<file path="src/rtl/vga_pkg.sv">
// Shared definitions for the TinyVGA generator and receiver: lock states,
// Pmod pin indices and the 640x480@60 reference timing.
package vga_pkg;

    typedef enum logic [1:0] {
        SEARCH  = 2'd0,
        MEASURE = 2'd1,
        LOCKED  = 2'd2
    } lock_state_t;

    // Bit positions inside the 6-bit colour bus {R1,G1,B1,R0,G0,B0}
    localparam int PIN_B0 = 0;
    localparam int PIN_G0 = 1;
    localparam int PIN_R0 = 2;
    localparam int PIN_B1 = 3;
    localparam int PIN_G1 = 4;
    localparam int PIN_R1 = 5;

    localparam int H_ACTIVE = 640;
    localparam int H_TOTAL  = 800;
    localparam int H_SYNC   = 96;
    localparam int V_ACTIVE = 480;
    localparam int V_TOTAL  = 525;
    localparam int V_SYNC   = 2;

endpackage

</file>
<file path="src/rtl/vga_sync_edge.sv">
// Two-flop synchronizer plus history flop for one sync pin; polarity is
// normalised before the synchronizer so that reset (all zero) means inactive.
module vga_sync_edge #(
    parameter bit ACTIVE_LOW = 1'b1
) (
    input  logic clk,
    input  logic rst_n,
    input  logic pin,
    output logic active,
    output logic lead,
    output logic trail
);

    logic s1;
    logic s2;

    // active is the history flop; lead/trail are registered so all three align
    always_ff @(posedge clk or negedge rst_n) begin
        if (!rst_n) begin
            s1     <= 1'b0;
            s2     <= 1'b0;
            active <= 1'b0;
            lead   <= 1'b0;
            trail  <= 1'b0;
        end else begin
            s1     <= pin ^ ACTIVE_LOW;
            s2     <= s1;
            active <= s2;
            lead   <= s2 & ~active;
            trail  <= ~s2 & active;
        end
    end

endmodule

</file>
<file path="src/rtl/vga_timing_rx.sv">
// TinyVGA receiver: recovers x/y position from the sync edges, measures line and
// frame timing and locks after two consecutive matching frames.
//   SEARCH  | waiting for a vsync leading edge to take references
//   MEASURE | one frame being compared against ref_h/ref_v
//   LOCKED  | timing stable, any deviation drops back to SEARCH
module vga_timing_rx
    import vga_pkg::*;
#(
    parameter int HCNT_W          = 11,
    parameter int VCNT_W          = 10,
    parameter bit SYNC_ACTIVE_LOW = 1'b1
) (
    input  logic              clk,
    input  logic              rst_n,
    input  logic              hsync_in,
    input  logic              vsync_in,
    input  logic [5:0]        rgb_in,
    output logic [HCNT_W-1:0] x_pos,
    output logic [VCNT_W-1:0] y_pos,
    output logic [5:0]        rgb_out,
    output logic              line_start,
    output logic              frame_start,
    output logic [HCNT_W-1:0] h_total,
    output logic [HCNT_W-1:0] h_sync_w,
    output logic [VCNT_W-1:0] v_total,
    output logic [VCNT_W-1:0] v_sync_w,
    output logic              locked,
    output logic              err
);

    localparam logic [HCNT_W-1:0] X_MAX = '1;
    localparam logic [VCNT_W-1:0] Y_MAX = '1;
    localparam logic [HCNT_W-1:0] X_ONE = HCNT_W'(1);
    localparam logic [VCNT_W-1:0] Y_ONE = VCNT_W'(1);

    logic h_act, h_lead, h_trail;
    logic v_act, v_lead, v_trail;

    vga_sync_edge #(.ACTIVE_LOW(SYNC_ACTIVE_LOW)) u_hsync (
        .clk    (clk),
        .rst_n  (rst_n),
        .pin    (hsync_in),
        .active (h_act),
        .lead   (h_lead),
        .trail  (h_trail)
    );

    vga_sync_edge #(.ACTIVE_LOW(SYNC_ACTIVE_LOW)) u_vsync (
        .clk    (clk),
        .rst_n  (rst_n),
        .pin    (vsync_in),
        .active (v_act),
        .lead   (v_lead),
        .trail  (v_trail)
    );

    logic [5:0]        rgb_s1, rgb_s2, rgb_h;
    logic              to_seen, h_seen, v_pend, line_bad;
    logic [HCNT_W-1:0] h_cnt, ref_h;
    logic [VCNT_W-1:0] v_cnt, ref_v;
    lock_state_t       state;

    logic              timeout;
    logic              h_valid;
    logic              h_bad;
    logic [HCNT_W-1:0] new_h;
    logic [HCNT_W-1:0] h_total_nx;
    logic [VCNT_W-1:0] new_v;

    assign timeout    = (x_pos == X_MAX) && !to_seen;
    assign new_h      = x_pos + X_ONE;
    assign new_v      = y_pos + Y_ONE;
    assign h_valid    = h_lead && h_seen && !timeout;
    assign h_total_nx = h_valid ? new_h : h_total;
    // Compare against the value being latched this cycle so a coincident v edge sees it
    assign h_bad      = h_valid && (new_h != ref_h);

    always_ff @(posedge clk or negedge rst_n) begin
        if (!rst_n) begin
            rgb_s1      <= '0;
            rgb_s2      <= '0;
            rgb_h       <= '0;
            rgb_out     <= '0;
            line_start  <= 1'b0;
            frame_start <= 1'b0;
            v_pend      <= 1'b0;
            x_pos       <= '0;
            y_pos       <= '0;
            to_seen     <= 1'b0;
            h_seen      <= 1'b0;
            h_total     <= '0;
            h_cnt       <= '0;
            h_sync_w    <= '0;
            v_total     <= '0;
            v_cnt       <= '0;
            v_sync_w    <= '0;
        end else begin
            rgb_s1      <= rgb_in;
            rgb_s2      <= rgb_s1;
            rgb_h       <= rgb_s2;
            rgb_out     <= rgb_h;
            line_start  <= h_lead;
            frame_start <= h_lead && (v_pend || v_lead);

            if (h_lead)
                v_pend <= 1'b0;
            else if (v_lead)
                v_pend <= 1'b1;

            if (h_lead)
                x_pos <= '0;
            else if (x_pos != X_MAX)
                x_pos <= new_h;

            to_seen <= h_lead ? 1'b0 : (to_seen | timeout);
            h_seen  <= timeout ? 1'b0 : (h_seen | h_lead);

            if (h_valid)
                h_total <= new_h;

            if (h_lead)
                h_cnt <= X_ONE;
            else if (h_act && (h_cnt != X_MAX))
                h_cnt <= h_cnt + X_ONE;

            if (h_trail)
                h_sync_w <= h_cnt;

            // v edge wins over a coincident h edge
            if (v_lead)
                y_pos <= '0;
            else if (h_lead && (y_pos != Y_MAX))
                y_pos <= new_v;

            if (v_lead)
                v_total <= new_v;

            if (v_lead)
                v_cnt <= h_lead ? Y_ONE : '0;
            else if (v_act && h_lead && (v_cnt != Y_MAX))
                v_cnt <= v_cnt + Y_ONE;

            if (v_trail)
                v_sync_w <= v_cnt;
        end
    end

    always_ff @(posedge clk or negedge rst_n) begin
        if (!rst_n) begin
            state    <= SEARCH;
            ref_h    <= '0;
            ref_v    <= '0;
            line_bad <= 1'b0;
            locked   <= 1'b0;
            err      <= 1'b0;
        end else begin
            err <= 1'b0;
            if (timeout) begin
                state  <= SEARCH;
                locked <= 1'b0;
                err    <= 1'b1;
            end else begin
                case (state)
                    SEARCH: begin
                        locked <= 1'b0;
                        if (v_lead) begin
                            state    <= MEASURE;
                            ref_v    <= new_v;
                            ref_h    <= h_total_nx;
                            line_bad <= 1'b0;
                        end
                    end
                    MEASURE: begin
                        if (v_lead) begin
                            if ((new_v == ref_v) && !(line_bad || h_bad)) begin
                                state  <= LOCKED;
                                locked <= 1'b1;
                            end else begin
                                ref_v    <= new_v;
                                ref_h    <= h_total_nx;
                                line_bad <= 1'b0;
                            end
                        end else if (h_bad) begin
                            line_bad <= 1'b1;
                        end
                    end
                    LOCKED: begin
                        if (h_bad || (v_lead && (new_v != ref_v))) begin
                            state  <= SEARCH;
                            locked <= 1'b0;
                            err    <= 1'b1;
                        end
                    end
                    default: begin
                        state  <= SEARCH;
                        locked <= 1'b0;
                    end
                endcase
            end
        end
    end

endmodule
</file>
<file path="config.mk">
export PLATFORM = sky130hd
export DESIGN_NAME = vga_timing_rx
export DESIGN_NICKNAME = d
export VERILOG_FILES = /design/src/rtl/vga_pkg.sv /design/src/rtl/vga_sync_edge.sv /design/src/rtl/vga_timing_rx.sv
export SDC_FILE = /design/constraint.sdc
export NUM_CORES = 1
export LEC_CHECK = 0
export BUFFER_PORTS_ARGS = -buffer_cell sky130_fd_sc_hd__buf_2
export CAP_MARGIN = 20
export CELL_PAD_IN_SITES_DETAIL_PLACEMENT = 0
export CELL_PAD_IN_SITES_GLOBAL_PLACEMENT = 1
export CORE_ASPECT_RATIO = 0.7
export CORE_MARGIN = 1.5
export CORE_UTILIZATION = 50
export DETAILED_ROUTE_END_ITERATION = 8
export PLACE_DENSITY_LB_ADDON = 0.2
export SLEW_MARGIN = 25
export SYNTH_ARGS = -nofsm -noshare
export SYNTH_HDL_FRONTEND = slang
export SYNTH_SLANG_ARGS = --single-unit
</file>
<file path="constraint.sdc">
create_clock -name clk -period 6.5 [get_ports clk]
set_clock_uncertainty 0.05 [all_clocks]
set_input_delay 0 -clock clk [delete_from_list [all_inputs] [get_ports clk]]
set_output_delay 0 -clock clk [all_outputs]
set_load 0.005 [all_outputs]
</file>
Word-level counts from Yosys, hierarchy flattened --
Cells that the tools add are included. Widths: inputs -> output; s select.
Cells by class: order comparisons 0, shift operators 0, multiply operators 0, muxes and demuxes 41, equal/unequal tests 19, reductions and logical operators 28, div/mod/pow operators 0, bitwise logic cells 13, $add $sub $neg 4
Operators with widths (number):
- $mux 11 | 8
- $mux 10 | 7
- $add 11x1->11 const B | 2
- $ne 11x11->1 const B | 2
- $pmux 11 s2 | 1
- $add 10x1->10 const B | 2
- $ne 10x10->1 const B | 2
- $pmux 10 s2 | 1
- $mux 1 | 16
- $reduce_bool 2->1 | 6
- $eq 11x11->1 const B | 1
- $logic_and 1x1->1 | 11
- $ne 11x11->1 | 1
- $eq 10x10->1 | 1
- $mux 2 | 5
- $ne 10x10->1 | 1
- $reduce_and 5->1 | 2
- $ne 3x2->1 const B | 3
- $ne 3x3->1 const B | 3
- $not 1->1 | 7
- $pmux 2 s3 | 1
- $and 1x1->1 | 4
- $ne 2x1->1 const B | 2
- $pmux 1 s2 | 2
- 9 further kinds | 14
Storage, ports and cells: output and inout bits 73, RAM bits 0, latch bits 0, memory bits (read-only) 0, register bits after elaboration 149, memories 0, logic and storage cells 138, bits of input ports 10

Logic depth before layout (Yosys ltp) --
depth in word-level cells 12, gate-level depth with buffers 10, gate-level depth less buffers 8

Hierarchy --
From an unflattened synthesis, not the netlist that was laid out.
Second synthesis, totals: cell total of the unflattened synthesis 539, area, all modules 6505.0 µm²
By module, submodules not included:
- vga_timing_rx | cells an instance 523, area each 6217.2 µm², times used 1, sequential area each 3478.3 µm²
- vga_sync_edge | cells an instance 8, area each 143.9 µm², times used 2, sequential area each 125.1 µm²

Worst setup path after synthesis --
Ideal clock, no wire load.
path kind register to register, start point register x_pos[0], end point register ref_h[3], buffers on the path 1, arrival time 2.391 ns, path slack 3.932 ns, clock period less this slack 2.568 ns, required time 6.324 ns, library setup time 0.126 ns, stages on the path, launching flop included 10, path through dfrtp_1 -> ha_1 -> xnor2_1 -> xor2_1 -> o2111ai_1 -> a2111oi_2 -> and3_1 -> buf_2 -> nor4_1 -> a311o_1
Between the ends: cells in the longest elaborated chain, start to end 10, elaborated cells between the ends (all ways) 18, classes of those cells 1 x add/sub; 3 x eq/ne; 5 x mux; 1 x bitwise; 8 x reduce/logical
RTL lines:
- start, declared | line vga_timing_rx.sv:18 | output logic [HCNT_W-1:0] x_pos,
- start signal, assigned | line vga_timing_rx.sv:113 | x_pos <= new_h;
- branches (longest 10 deep; another with $add 11x1->11)
- end signal, assigned | line vga_timing_rx.sv:169 | ref_h <= h_total_nx;
- end signal, assigned | line vga_timing_rx.sv:180 | ref_h <= h_total_nx;
- end, declared | line vga_timing_rx.sv:59 | logic [HCNT_W-1:0] h_cnt, ref_h;
Several ways; the timed one is not identified. The select of a mux whose other input is x is not followed. A chain may end at the register's enable or synchronous reset.

Worst setup path after layout --
Same ends and word-level chain as after synthesis.

==> results.rst <==
.. list-table::
   :header-rows: 1

   * - Metric
     - Value
   * - Result of the run
     - complete, no violations
   * - Multiplexer area fraction after synthesis
     - 0.0428
   * - Post-layout minimum cycle time
     - ~3.7 ns
   * - Net count of the mapped netlist
     - 661
   * - Switching part of the total power
     - 0.315
   * - Max_slew headroom
     - 0.366
   * - FP Rows
     - 35
   * - Routed vias
     - 5235
   * - Netlist cell types
     - 65
   * - Crit-path max cell delay
     - 0.73 ns
   * - Simple-Gate Fraction of Synth Area
     - 0.183
   * - Count of nets after finishing
     - 735
   * - TritonCTS clock tree
     - done
   * - Total CTS buffers
     - 17
   * - DRT antenna net count
     - 0
   * - Static leakage
     - 3.84 nW
   * - Count of routing violations after the opening detailed-route iteration
     - 350
   * - Synthesized-area fraction occupied by ao, oa, aoi and oai cells
     - 0.111
   * - Crit. End Element
     - flop
   * - IO Pins
     - between 80 and 90
   * - Synth Register Bits
     - 149
   * - Detailed placement HPWL
     - 11.1 mm
   * - Maximum fanout along the worst path
     - 32
   * - Fraction of registers with async set/reset
     - 1.00
   * - Mean post-synth cell area
     - around 11 sq um
   * - Number of levels the H-tree was split into
     - 4
   * - DR vias/cell
     - ~5.7
   * - Max Cap Violations
     - 0
   * - Initial DRT Pass Iterations
     - 5
   * - # DRC
     - 0
   * - Adder-cell share of the synthesized area
     - 0.00716
   * - Flop pwr share
     - 0.440
   * - Synth Warn #
     - 0
   * - FF+latch area
     - 0.00373 sq mm
   * - Clock net sink count
     - 149
   * - Transition time at the pin with the least slew margin
     - ~0.95 ns
   * - Largest net degree at the start of global routing
     - 88
   * - Endpoint required time on the critical path
     - 6.75 ns
   * - Critical-path cell with the highest stage delay
     - nand3_1
   * - Kind of start point of the critical path
     - flop
   * - Post-Route Setup TNS
     - 0 ns
   * - Post-DR wirelength/cell
     - 18.0 um
   * - Share of final-layout standard cells stronger than drive strength 1
     - 0.222
   * - Class of the worst hold path
     - input port to async pin
   * - Fraction of synthesized cell area in xor and xnor cells
     - 0.0852
   * - Final Worst Setup Slack
     - 2.75 ns
   * - Number of input and output port buffers inserted
     - 82
   * - Worst supply voltage drop on vdd
     - roughly 0.00020 V
   * - Placeable core region
     - 0.0134 sq mm
   * - Type of the worst setup path
     - flop to flop
   * - Post-synthesis instance area
     - 0.00699 sq mm
   * - Max Transition Viols Final
     - 0
   * - Via count of the first global-routing pass
     - 5175
   * - Share of the clock period used by the worst path
     - 0.576
   * - Max frequency
     - 267 MHz
   * - RSZ-0062 raised after global routing
     - false
   * - Top FF cell, synth
     - dfrtp_1
   * - Clock network latency to the later pin of the worst-skew pair
     - 0.43 ns
   * - Overall routed net length
     - 16.5 mm
   * - Power share of the combinational group
     - 0.198
   * - Library cell used as clock root buffer
     - clkbuf_16
   * - Multi-input gate area
     - 0.00301 sq mm
   * - Number of failing hold endpoints at the final stage
     - 0
   * - Portion of the post-synthesis area used by sequential elements
     - 0.534
   * - Worst endpoint data arrival time
     - around 4 ns
   * - Power density over the cells
     - 320 mW/mm^2
   * - Number of fill cells
     - 1120
   * - Max Root-Sink Buffers
     - 2
   * - Largest family of logic cells by synthesized area
     - simple AND/OR/NAND/NOR gates
   * - Horizontal die dimension
     - approximately 140 um
   * - Post-synthesis instance total
     - 647
   * - Initial Utilization
     - 0.521
   * - Final core area utilization
     - 0.609
   * - Internal power
     - 1.79 mW
   * - Remaining global-route overflow
     - 0
   * - Post-placement worst setup slack
     - between 2 and 3 ns
   * - Overall global routing resource usage
     - 0.241
   * - Wire length of the first global-routing pass
     - 27.1 mm
   * - Ordered cell list for the critical path
     - ha_1 > and4_1 > nand4_1 > nor2_1 > nor3b_2 > buf_4 > nand3_1 > a311o_1
   * - Die area
     - ~0.015 sq mm
   * - Clock transition time at the flip-flop clock pins of the worst setup and hold paths
     - about 0.070 ns
   * - Synthesis-to-finish area growth
     - 16.7%
   * - Net switching power
     - 0.823 mW
   * - Antenna violations before repair
     - 0
   * - Finish-stage setup viols
     - 0
   * - Count of inserted antenna diode cells
     - 0
   * - Die Ht
     - ~100 um
   * - Clock network power share
     - 0.362
   * - Final RePlAce weighted congestion
     - between 0.8 and 0.9
   * - EDFF count, synth
     - 0
-- cells in the mapped netlist, drive strengths merged (21+ instances only) --
| cell | count | area, sq um |
|---|---|---|
| dfrtp | 149 | 3730 |
| nor2 | 61 | 229 |
| nand2 | 47 | 179 |
| a21oi | 31 | 155 |
| xnor2 | 31 | 272 |
| nand3 | 30 | 163 |
| and3 | 29 | 183 |
| clkbuf | 26 | 98.8 |
| xor2 | 24 | 210 |
| mux2 | 23 | 259 |
| inv | 21 | 78.8 |
| o21ai | 21 | 105 |
-- metal layers --
metal | track usage | vias to the layer above | routed length [um]
met5 | 0 | - | 0
met4 | 0.0847 | 0 | 235
met3 | 0.0553 | 23 | 1030
met2 | 0.353 | 172 | 7250
met1 | 0.354 | 2600 | 7990
li1 | - | 2440 | -
-- placed cells by master (no fill, tap or decap), types with 4 or more instances in the layout --
master / count
dfrtp_1: 149
dlygate4sd3_1: 9
nand3_1: 28
o21ai_0: 20
or3_1: 6
xor2_1: 24
mux2_2: 23
a31oi_1: 4
and3_1: 28
mux2i_1: 4
nor2_1: 61
nand4_1: 10
nor3b_1: 4
ha_1: 4
nand2_1: 46
nor4_1: 12
xnor2_1: 31
a311o_1: 9
buf_2: 81
xnor3_1: 4
and4_1: 4
a311oi_2: 8
nor3_1: 4
nor2b_1: 16
inv_1: 21
a21oi_1: 31
nand2b_1: 5
clkbuf_16: 17
o211ai_1: 4
inv_6: 5
-- stage by stage --
| step | total power, mW | area (sq um) | hold slack, ns | cells |
|---|---|---|---|---|
| finish | 2.61 | 8160 | 0.0721 | 919 |
| global route | 2.74 | 8160 | 0.136 | 919 |
| CTS | 2.63 | 8150 | 0.0878 | 919 |
| detailed placement | 1.67 | 7490 | -0.0220 | 878 |
| global placement | 1.66 | 7490 | -0.0361 | 878 |
| floorplan | 1.49 | 6990 | -0.346 | 647 |
-- path summary, 6_finish.rpt --
path | startpoint | end | slack, ns | cells past startpoint
worst max-delay path | x_pos[0]$_DFFE_PN0P_ | ref_h[3]$_DFFE_PN0P_ | 2.75 | 8
min in group clk | rgb_in[0] | rgb_s1[0]$_DFF_PN0_ | 0.16 | 2
worst max register to register | x_pos[0]$_DFFE_PN0P_ | ref_h[3]$_DFFE_PN0P_ | 2.75 | 8
worst min register to register | rgb_s2[1]$_DFF_PN0_ | rgb_h[1]$_DFF_PN0_ | 0.30 | 0
max in group asynchronous | rst_n | u_vsync.lead$_DFF_PN0_ | 5.16 | 3
worst min-delay path | rst_n | v_cnt[5]$_DFFE_PN0P_ | 0.07 | 2
-- critical path: cells and delay by family, from the launching register on --
kind	cells	cell delay [ns]
compound gates	1	0.59
fa+ha+maj	1	0.30
buf+inv	1	0.32
flops	1	0.47
simple gates	5	1.89
-- power by group through the flow --
stage          clock network [mW]  logic, mW  registers, mW
6_report                    0.945      0.518           1.15
5_1_grt                      1.01      0.576           1.16
4_1_cts                     0.963      0.517           1.15
3_5_place_dp                    0      0.508           1.16
3_3_place_gp                    0      0.502           1.16
2_1_floorplan                   0      0.365           1.13
-- cell families after synthesis --
family                     after synthesis
AOI/OAI and AO/OA                      104
xor gates and xnor gates                60
adders and majority gates                4
buffers and inverters                   61
DFF                                    149
muxes                                   27
and+or+nand+nor                        242
-- area by class of cell --
type	count	share of cell area
sequential	149	0.457
multi-input combinational	437	0.369
timing repair buffer	95	0.0663
clock buffer	20	0.0560
tap	185	0.0284
clock inverter	12	0.0133
inverter	21	0.00967
-- repair_timing --
item | 4_1_cts | 5_1_grt
hold buffers | 9 | 0
resized for setup | 0 | 0
setup buffers | 0 | 0
endpoints found under the hold margin | 70 | 0
-- state kept, by name, summed over array words and instances (netlist names), 2 cells and up --
signal and count:
rgb_out 6, y_pos 10, v_cnt 10, h_sync_w 11, x_pos 11, state 2, ref_h 11, rgb_s2 6
h_total 11, ref_v 10, v_total 10, h_cnt 11, v_sync_w 10, rgb_s1 6, rgb_h 6
Power figures use the tool's default switching activity.
